[config.mk]
export PLATFORM = sky130hd
export DESIGN_NAME = ahb5_manager_arbiter
export DESIGN_NICKNAME = d
export VERILOG_FILES = /design/src/rtl/ahb5_pkg.sv /design/src/rtl/ahb5_rr_arbiter.sv /design/src/rtl/ahb5_manager_arbiter.sv
export SDC_FILE = /design/constraint.sdc
export NUM_CORES = 1
export LEC_CHECK = 0
export ABC_AREA = 1
export CORE_AREA = 3 3 118 120
export CTS_CLUSTER_SIZE = 25
export DETAILED_ROUTE_END_ITERATION = 10
export DIE_AREA = 0 0 121 123
export PLACE_DENSITY = 0.64
export SYNTH_ARGS = -nofsm -noshare
export SYNTH_HDL_FRONTEND = slang
export SYNTH_SLANG_ARGS = --single-unit
[constraint.sdc]
create_clock -name HCLK -period 2.85 [get_ports HCLK]
set_clock_uncertainty 0.05 [all_clocks]
set_input_delay 0.7125 -clock HCLK [delete_from_list [all_inputs] [get_ports HCLK]]
set_output_delay 0.7125 -clock HCLK [all_outputs]
set_load 0.02 [all_outputs]
[src/rtl/ahb5_pkg.sv]
// Shared AHB5 definitions for the manager arbiter.
// Holds the HTRANS/HBURST/HRESP encodings, the arbiter state type, and a helper
// that decodes HBURST into a beat count.
package ahb5_pkg;

    typedef enum logic [1:0] {
        HTRANS_IDLE   = 2'b00,
        HTRANS_BUSY   = 2'b01,
        HTRANS_NONSEQ = 2'b10,
        HTRANS_SEQ    = 2'b11
    } htrans_e;

    typedef enum logic [2:0] {
        HBURST_SINGLE = 3'd0,
        HBURST_INCR   = 3'd1,
        HBURST_WRAP4  = 3'd2,
        HBURST_INCR4  = 3'd3,
        HBURST_WRAP8  = 3'd4,
        HBURST_INCR8  = 3'd5,
        HBURST_WRAP16 = 3'd6,
        HBURST_INCR16 = 3'd7
    } hburst_e;

    localparam logic HRESP_OKAY  = 1'b0;
    localparam logic HRESP_ERROR = 1'b1;

    typedef enum logic [1:0] {
        ARB_FREE  = 2'd0,
        ARB_BURST = 2'd1,
        ARB_UNDEF = 2'd2
    } arb_state_e;

    // Beats in a burst; 0 stands for undefined-length INCR.
    function automatic logic [4:0] burst_beats(input logic [2:0] hburst);
        case (hburst)
            HBURST_SINGLE:                burst_beats = 5'd1;
            HBURST_INCR:                  burst_beats = 5'd0;
            HBURST_WRAP4,  HBURST_INCR4:  burst_beats = 5'd4;
            HBURST_WRAP8,  HBURST_INCR8:  burst_beats = 5'd8;
            default:                      burst_beats = 5'd16;
        endcase
    endfunction

endpackage

[src/rtl/ahb5_rr_arbiter.sv]
// Round-robin grant generator with park.
// Ports:
//   clk, rst     clock and synchronous active-high reset (grant resets to manager 0)
//   req          per-manager request vector
//   last_owner   index of the current owner; the search starts just after it
//   update       load a new grant this edge
//   grant        registered one-hot grant
module ahb5_rr_arbiter #(
    parameter int NUM_MGR = 2,
    parameter int IDX_W   = (NUM_MGR > 1) ? $clog2(NUM_MGR) : 1
) (
    input  logic               clk,
    input  logic               rst,
    input  logic [NUM_MGR-1:0] req,
    input  logic [IDX_W-1:0]   last_owner,
    input  logic               update,
    output logic [NUM_MGR-1:0] grant
);
    import ahb5_pkg::*;

    localparam int unsigned N = NUM_MGR;

    logic [IDX_W-1:0] winner;
    logic [IDX_W-1:0] cand;
    logic             found;

    // First requester after last_owner wins; with no requester, stay parked.
    always_comb begin
        winner = last_owner;
        cand   = '0;
        found  = 1'b0;
        for (int unsigned i = 1; i < N; i++) begin
            cand = IDX_W'((32'(last_owner) + i) % N);
            if (!found && req[cand]) begin
                winner = cand;
                found  = 1'b1;
            end
        end
    end

    always_ff @(posedge clk) begin
        if (rst) begin
            grant <= NUM_MGR'(1);
        end else if (update) begin
            grant <= NUM_MGR'(1) << winner;
        end
    end

endmodule

[src/rtl/ahb5_manager_arbiter.sv]
// Shares one AHB5 subordinate between NUM_MGR managers.
// Round-robin grant held for whole bursts; address phase muxed from the granted
// manager, write data/strobes from the data-phase owner; response broadcast.
// Ports:
//   HCLK, HRESET                      clock, synchronous active-high reset
//   M_HREQ / M_HGRANT                 per-manager request / registered one-hot grant
//   M_HADDR..M_HWSTRB                 packed per-manager bus signals, mgr i at [i*W +: W]
//   HRDATA, HREADY, HRESP             response broadcast to all managers
//   S_HSEL, S_H*                      subordinate side address/data phase
//   S_HRDATA, S_HREADYOUT, S_HRESP    subordinate response
module ahb5_manager_arbiter #(
    parameter int DATA_WIDTH   = 32,
    parameter int ADDR_WIDTH   = 32,
    parameter int HBURST_WIDTH = 3,
    parameter int NUM_MGR      = 2
) (
    input  logic                               HCLK,
    input  logic                               HRESET,
    input  logic [NUM_MGR-1:0]                 M_HREQ,
    output logic [NUM_MGR-1:0]                 M_HGRANT,
    input  logic [NUM_MGR*ADDR_WIDTH-1:0]      M_HADDR,
    input  logic [NUM_MGR*2-1:0]               M_HTRANS,
    input  logic [NUM_MGR*HBURST_WIDTH-1:0]    M_HBURST,
    input  logic [NUM_MGR*3-1:0]               M_HSIZE,
    input  logic [NUM_MGR-1:0]                 M_HWRITE,
    input  logic [NUM_MGR*DATA_WIDTH-1:0]      M_HWDATA,
    input  logic [NUM_MGR*DATA_WIDTH/8-1:0]    M_HWSTRB,
    output logic [DATA_WIDTH-1:0]              HRDATA,
    output logic                               HREADY,
    output logic                               HRESP,
    output logic                               S_HSEL,
    output logic [ADDR_WIDTH-1:0]              S_HADDR,
    output logic [1:0]                         S_HTRANS,
    output logic [HBURST_WIDTH-1:0]            S_HBURST,
    output logic [2:0]                         S_HSIZE,
    output logic                               S_HWRITE,
    output logic [DATA_WIDTH-1:0]              S_HWDATA,
    output logic [DATA_WIDTH/8-1:0]            S_HWSTRB,
    input  logic [DATA_WIDTH-1:0]              S_HRDATA,
    input  logic                               S_HREADYOUT,
    input  logic                               S_HRESP
);
    import ahb5_pkg::*;

    localparam int IDX_W  = (NUM_MGR > 1) ? $clog2(NUM_MGR) : 1;
    localparam int STRB_W = DATA_WIDTH / 8;
    localparam int unsigned N = NUM_MGR;

    arb_state_e       state, state_n;
    logic [4:0]       beat_cnt, beat_n;
    logic [IDX_W-1:0] addr_owner, data_owner;
    logic             data_active;
    logic             accept, rearb, eval_free;
    logic [4:0]       beats;
    htrans_e          owner_trans;

    always_comb begin
        addr_owner = '0;
        for (int unsigned i = 0; i < N; i++) begin
            if (M_HGRANT[i]) addr_owner = IDX_W'(i);
        end
    end

    always_comb begin
        S_HADDR  = '0;
        S_HTRANS = '0;
        S_HBURST = '0;
        S_HSIZE  = '0;
        S_HWRITE = 1'b0;
        S_HWDATA = '0;
        S_HWSTRB = '0;
        for (int unsigned i = 0; i < N; i++) begin
            if (addr_owner == IDX_W'(i)) begin
                S_HADDR  = M_HADDR[i*ADDR_WIDTH +: ADDR_WIDTH];
                S_HTRANS = M_HTRANS[i*2 +: 2];
                S_HBURST = M_HBURST[i*HBURST_WIDTH +: HBURST_WIDTH];
                S_HSIZE  = M_HSIZE[i*3 +: 3];
                S_HWRITE = M_HWRITE[i];
            end
            if (data_owner == IDX_W'(i)) begin
                S_HWDATA = M_HWDATA[i*DATA_WIDTH +: DATA_WIDTH];
                S_HWSTRB = M_HWSTRB[i*STRB_W +: STRB_W];
            end
        end
    end

    // Idle data phases are answered here with zero-wait OKAY.
    assign HRDATA = S_HRDATA;
    assign HREADY = HRESET | (data_active ? S_HREADYOUT : 1'b1);
    assign HRESP  = (!HRESET && data_active) ? S_HRESP : HRESP_OKAY;
    assign S_HSEL = !HRESET;

    assign accept      = HREADY && !HRESET;
    assign owner_trans = htrans_e'(S_HTRANS);
    assign beats       = burst_beats(3'(S_HBURST));

    always_comb begin
        state_n   = state;
        beat_n    = beat_cnt;
        rearb     = 1'b0;
        eval_free = 1'b0;
        if (accept) begin
            case (state)
                ARB_FREE: eval_free = 1'b1;
                ARB_BURST: begin
                    case (owner_trans)
                        HTRANS_SEQ: begin
                            beat_n = beat_cnt - 5'd1;
                            if (beat_cnt == 5'd1) begin
                                rearb   = 1'b1;
                                state_n = ARB_FREE;
                            end
                        end
                        HTRANS_IDLE: begin
                            rearb   = 1'b1;
                            state_n = ARB_FREE;
                        end
                        HTRANS_NONSEQ: eval_free = 1'b1;
                        default: ;
                    endcase
                end
                ARB_UNDEF: begin
                    case (owner_trans)
                        HTRANS_IDLE: begin
                            rearb   = 1'b1;
                            state_n = ARB_FREE;
                        end
                        HTRANS_NONSEQ: eval_free = 1'b1;
                        default: ;
                    endcase
                end
                default: state_n = ARB_FREE;
            endcase
            // A NONSEQ may start a new burst from any state (early termination).
            if (eval_free) begin
                if (owner_trans == HTRANS_NONSEQ && beats == 5'd0) begin
                    state_n = ARB_UNDEF;
                end else if (owner_trans == HTRANS_NONSEQ && beats > 5'd1) begin
                    state_n = ARB_BURST;
                    beat_n  = beats - 5'd1;
                end else begin
                    state_n = ARB_FREE;
                    rearb   = 1'b1;
                end
            end
        end
    end

    always_ff @(posedge HCLK) begin
        if (HRESET) begin
            state       <= ARB_FREE;
            beat_cnt    <= '0;
            data_owner  <= '0;
            data_active <= 1'b0;
        end else begin
            state    <= state_n;
            beat_cnt <= beat_n;
            if (accept) begin
                data_owner  <= addr_owner;
                data_active <= S_HTRANS[1];
            end
        end
    end

    ahb5_rr_arbiter #(
        .NUM_MGR (NUM_MGR),
        .IDX_W   (IDX_W)
    ) u_rr (
        .clk        (HCLK),
        .rst        (HRESET),
        .req        (M_HREQ),
        .last_owner (addr_owner),
        .update     (rearb),
        .grant      (M_HGRANT)
    );

endmodule
# Word-level counts from Yosys, hierarchy flattened
# Index checks and enable logic that the tools add are counted.
totals:
  regBits: 11
  inputBits: 192
  out_inout_bits: 114
  wordCells: 76
classes:
  n_addsub: 3
  magnitude_cmp: 2
  n_eq_ne: 14
  shifts: 1
  n_mux: 37
  n_bitwise: 1
  n_reduce_logical: 13
ops:
  columns: ["op", "n"]
  rows:
  - ["$mux W32", 2]
  - ["$mux W5", 5]
  - ["$pmux W5 S4", 1]
  - ["$mux W1", 16]
  - ["$mux W2", 5]
  - ["$sub A5 B1 Y5 const B", 2]
  - ["$ne A4 B4 Y1 const B", 2]
  - ["$eq A2 B2 Y1 const B", 3]
  - ["$eq A3 B2 Y1 const B", 2]
  - ["$eq A3 B3 Y1 const B", 2]
  - ["$mux W3", 2]
  - ["$pmux W1 S2", 3]
  - ["$pmux W2 S3", 1]
  - ["$reduce_or A2 Y1", 3]
  - ["$eq A5 B1 Y1 const B", 1]
  - ["$gt A5 B1 Y1 const B", 1]
  - ["$logic_not A5 Y1", 1]
  - ["$reduce_and A5 Y1", 1]
  - ["$logic_and A1 B1 Y1", 4]
  - ["$logic_not A2 Y1", 2]
  - ["$mux W4", 1]
  - ["$pmux W2 S2", 1]
  - ["$eq A3 B1 Y1 const B", 1]
  - ["$logic_not A3 Y1", 1]
  - ["8 further kinds", 8]

# Logic depth before layout (Yosys ltp)
logic_depth:
  word_depth: 11
  depth_mapped: 17
  mapped_depth_nobuf: 16

# Modules after synthesis
# Synthesis repeated with hierarchy kept, for this count alone.
hier_totals:
  cells_unflattened: 414
  area_unflattened_um2: 2115.8
modules_own_cells:
  columns: ["mod", "instances", "cells_each", "area_each_um2", "seq_area_each_um2"]
  rows:
  - ["ahb5_manager_arbiter", 1, 404, 2034.5, 180.2]
  - ["ahb5_rr_arbiter", 1, 10, 81.3, 40.0]

# Worst setup path after synthesis
# OpenSTA, ideal clock, no wires.
synth_path:
  path_kind: "input -> register"
  startpoint: "input M_HTRANS[3]"
  endpoint: "register beat_cnt[2]"
  setup_ns: 0.123
  arrival_time_ns: 2.150
  required_ns: 2.677
  path_slack_ns: 0.528
  stages: 14
  n_path_buf: 0
  cell_sequence: "or2_2 -> o21ai_0 -> inv_1 -> ha_1 -> nand2_1 -> nand2_1 -> nand2_1 -> clkinv_1 -> nand2_2 -> nor2_4 -> inv_2 -> nand2_1 -> nand3_1 -> o21ai_1"
synth_via:
  elab_chain_len: 7
  elab_cells_between_ends: 13
  cone_classes: "eq/ne (2); mux (9); reduce/logical (2)"
synth_rtl:
  columns: ["item", "line", "source"]
  rows:
  - ["start, declared", "ahb5_manager_arbiter.sv:22", "input logic [NUM_MGR*2-1:0] M_HTRANS,"]
  - ["$mux W2 *", "ahb5_manager_arbiter.sv:73", "if (addr_owner == IDX_W'(i)) begin"]
  - ["named net S_HTRANS[1]", "ahb5_manager_arbiter.sv:33", "output logic [1:0] S_HTRANS,"]
  - ["$eq A2 B2 Y1", "ahb5_manager_arbiter.sv:106", "case (owner_trans)"]
  - ["$mux W5", "ahb5_manager_arbiter.sv:106", null]
  - ["$mux W5", "ahb5_manager_arbiter.sv:103", "case (state)"]
  - ["$mux W5", "ahb5_manager_arbiter.sv:138", "end else if (owner_trans == HTRANS_NONSEQ && beats > 5'd1) begin"]
  - ["$mux W5", "ahb5_manager_arbiter.sv:136", "if (owner_trans == HTRANS_NONSEQ && beats == 5'd0) begin"]
  - ["$mux W5 *", "ahb5_manager_arbiter.sv:135", "if (eval_free) begin"]
  - ["end signal, assigned", "ahb5_manager_arbiter.sv:157", "beat_cnt <= beat_n;"]
  - ["end, declared", "ahb5_manager_arbiter.sv:50", "logic [4:0] beat_cnt, beat_n;"]
# The timed path passes the listed nets; every way through them passes the cells marked *. The select of a mux whose other input is x is not followed.
# A chain may end at the register's enable or synchronous reset.

# Worst setup path in the final report
layout_path:
  startpoint: "input S_HREADYOUT"
  endpoint: "output HREADY"
layout_via:
  elab_chain_len: 2
layout_rtl:
  columns: ["item", "line", "source"]
  rows:
  - ["start, declared", "ahb5_manager_arbiter.sv:40", "input logic S_HREADYOUT,"]
  - ["$mux W1", "ahb5_manager_arbiter.sv:89", "assign HREADY = HRESET | (data_active ? S_HREADYOUT : 1'b1);"]
  - ["$or A1 B1 Y1", "ahb5_manager_arbiter.sv:89", null]
  - ["end, declared", "ahb5_manager_arbiter.sv:29", "output logic HREADY,"]
# Every way passes these cells.

==> reports/metrics.cfg <==
[status]
status=finished, final reports clean

[job]
max-cap-violations=0

[synthesis]
synth_edf_count=0
synthTopCellsByArea=nand2_1 46%, buf_4 12%, dfxtp_1 11%
synthCells=407
synth-compound-area-share=0.0465
ys.flop_type=dfxtp_1
muxShareOfSynthArea=0
synth-xor-area-share=0.0171
ys_seq_area_frac=0.108
synth_top_area_cell=nand2_1
synth_area_um2=2050
yosys.area_share.simple=0.551
synth.ff_latch_count=11
synth_cell_types=26
synth-adder-area-share=0.0611
yosysTopAreaCellShare=0.462
synth_nets=609
synth_warnings=0
synth_top_family_by_area=simple AND/OR/NAND/NOR gates
synthArstFlopShare=0
avgSynthCellArea_um2=5.03

[setup_path]
critPathCaptureType=output pin
critPathArrivalTime_ns=1.99
crit_path_start_kind=input pin
worstSetupStartpoint=S_HREADYOUT
crit_type=in2out
r2r-start=u_rr.grant[1]
critPathRequiredTime_ns=2.09
crit_fanout=2
ff2ff_setup_slack_ns=0.64

[floorplanning]
die_h_um=123
rows=42
die_w_um=121
io_pins=306
dieArea_um2=14900
core_um2=13100
start_util=0.156

[global_routing]
grt_use_total=0.120
grt_max_degree=38
grt_pass1_wl_um=14200
antenna_found_initial=0
grt_pass1_vias=2761
gr-total-overflow=0

[place]
gp_congestion=0.772
place_area_um2=4510
post-place-ws_ns=-0.0337
portBuffers=241
dp_cells=792
hpwlAfterDp_um=8880

[detailed_routing]
dr.pass1.iters=4
drc=0
post_drt_via_cell_ratio=3.79
drt-initial-drc-count=92
wl_um=10200
wl_per_cell_um=12.8
vias=3017
ant_nets=0

[sta]
drv_slew=0
setup_viol_count_final=0
rsz0062_at_grt=no
setup_ws_ns=0.102
timing.hold.ws_ns=0.419
relSlewSlack=0.723
fmax_ghz=0.364
period_share=0.964
max_slew.worst_pin.slew_ns=0.415
hold_violations=0
period_minus_slack_ns=2.75
tns_ns=0

[cts]
cts_tree=built
clk_pin_slew_ns=0.04
cts_max_path_buffers=2
clk-insertion-delay-late_ns=0.24
cts-root-buf=clkbuf_16
cts_sinks=11
h-tree-depth=1
post-cts-setup-buffers=0
numCtsBuffers=3

[power]
power_density_nw_per_um2=398
power_mw=1.83
peakVddDrop_mv=0.172
power_leakage_nw=2.18

[layout]
fin_area_um2=4590
final_common_cell=nand2_1
fillerInstances=1422
most-common-layout-cells=252 x nand2_1, 232 x clkdlybuf4s50_1, 26 x inv_1, 19 x buf_4, 12 x nand3_1
final_nets=823
fin_util=0.351
syn_to_final_growth_pct=124
n_antenna_cell=0
drive_gt1_frac=0.0694
fin_cells=796

[min_path]
worstHoldPathType=reg2reg
hp-start=beat_cnt[1]

metal layers:
| layer | GRT usage | routed length [um] | vias to the layer above |
|---|---|---|---|
| li1 | - | - | 1608 |
| met1 | 0.145 | 4150 | 1239 |
| met2 | 0.208 | 4910 | 153 |
| met3 | 0.0403 | 963 | 17 |
| met4 | 0.0283 | 188 | 0 |
| met5 | 0 | 0 | - |
sequential cells by signal (all words and copies together), names as in the netlist:
| signal | cells |
|---|---|
| state | 2 |
| data_owner | 1 |
| data_active | 1 |
| u_rr.grant | 2 |
| beat_cnt | 5 |
report_power, final:
part	internal (mW)	switching (mW)	leakage [nW]
clock network	0.188	0.0710	0.0382
registers	0.193	0.0342	0.0908
logic	0.660	0.680	2.05
total	1.04	0.786	2.18
critical path, cell delays in order:
cell	delay [ns]
clkdlybuf4s50_1	0.45
inv_1	0.04
nand2_1	0.06
nor2_1	0.06
inv_1	0.07
clkdlybuf4s50_1	0.60
logic make-up after synthesis:
| group | Yosys count |
|---|---|
| buffers and inverters | 81 |
| AND/OR/NAND/NOR | 283 |
| XOR/XNOR | 4 |
| AO/OA/AOI/OAI | 18 |
| flip-flops | 11 |
| adder cells (fa/ha/maj) | 10 |
cells in the mapped netlist, types with 3 or more instances:
master    count
a21oi_1       3
buf_2         5
buf_4        33
clkbuf_1      8
dfxtp_1      11
ha_1         10
inv_1        26
inv_2         4
nand2_1     252
nand2_2       6
nand3_1      12
nor2_1        5
o21ai_0      10
or2_2         3
xor2_1        3
worst paths after layout:
check,endpoint,depth (start not counted)
max,HREADY,6
min,beat_cnt[1],2
max reg2reg,beat_cnt[3],16
min reg2reg,beat_cnt[1],2
layout make-up:
cell class	instances	area, um2	area share
Inverter	32	123	0.0267
Multi-Input combinational cell	315	1380	0.301
Timing Repair Buffer	258	2560	0.559
Sequential cell	11	221	0.0483
Tap cell	176	220	0.0480
Clock buffer	4	78.8	0.0172
what timing repair did:
action,CTS,global route
setup endpoints to repair,3,1
gates cloned,0,0
resized for setup,3,1
pin swaps,0,0
hold buffers,0,0
(Power assumes the default switching activity.)
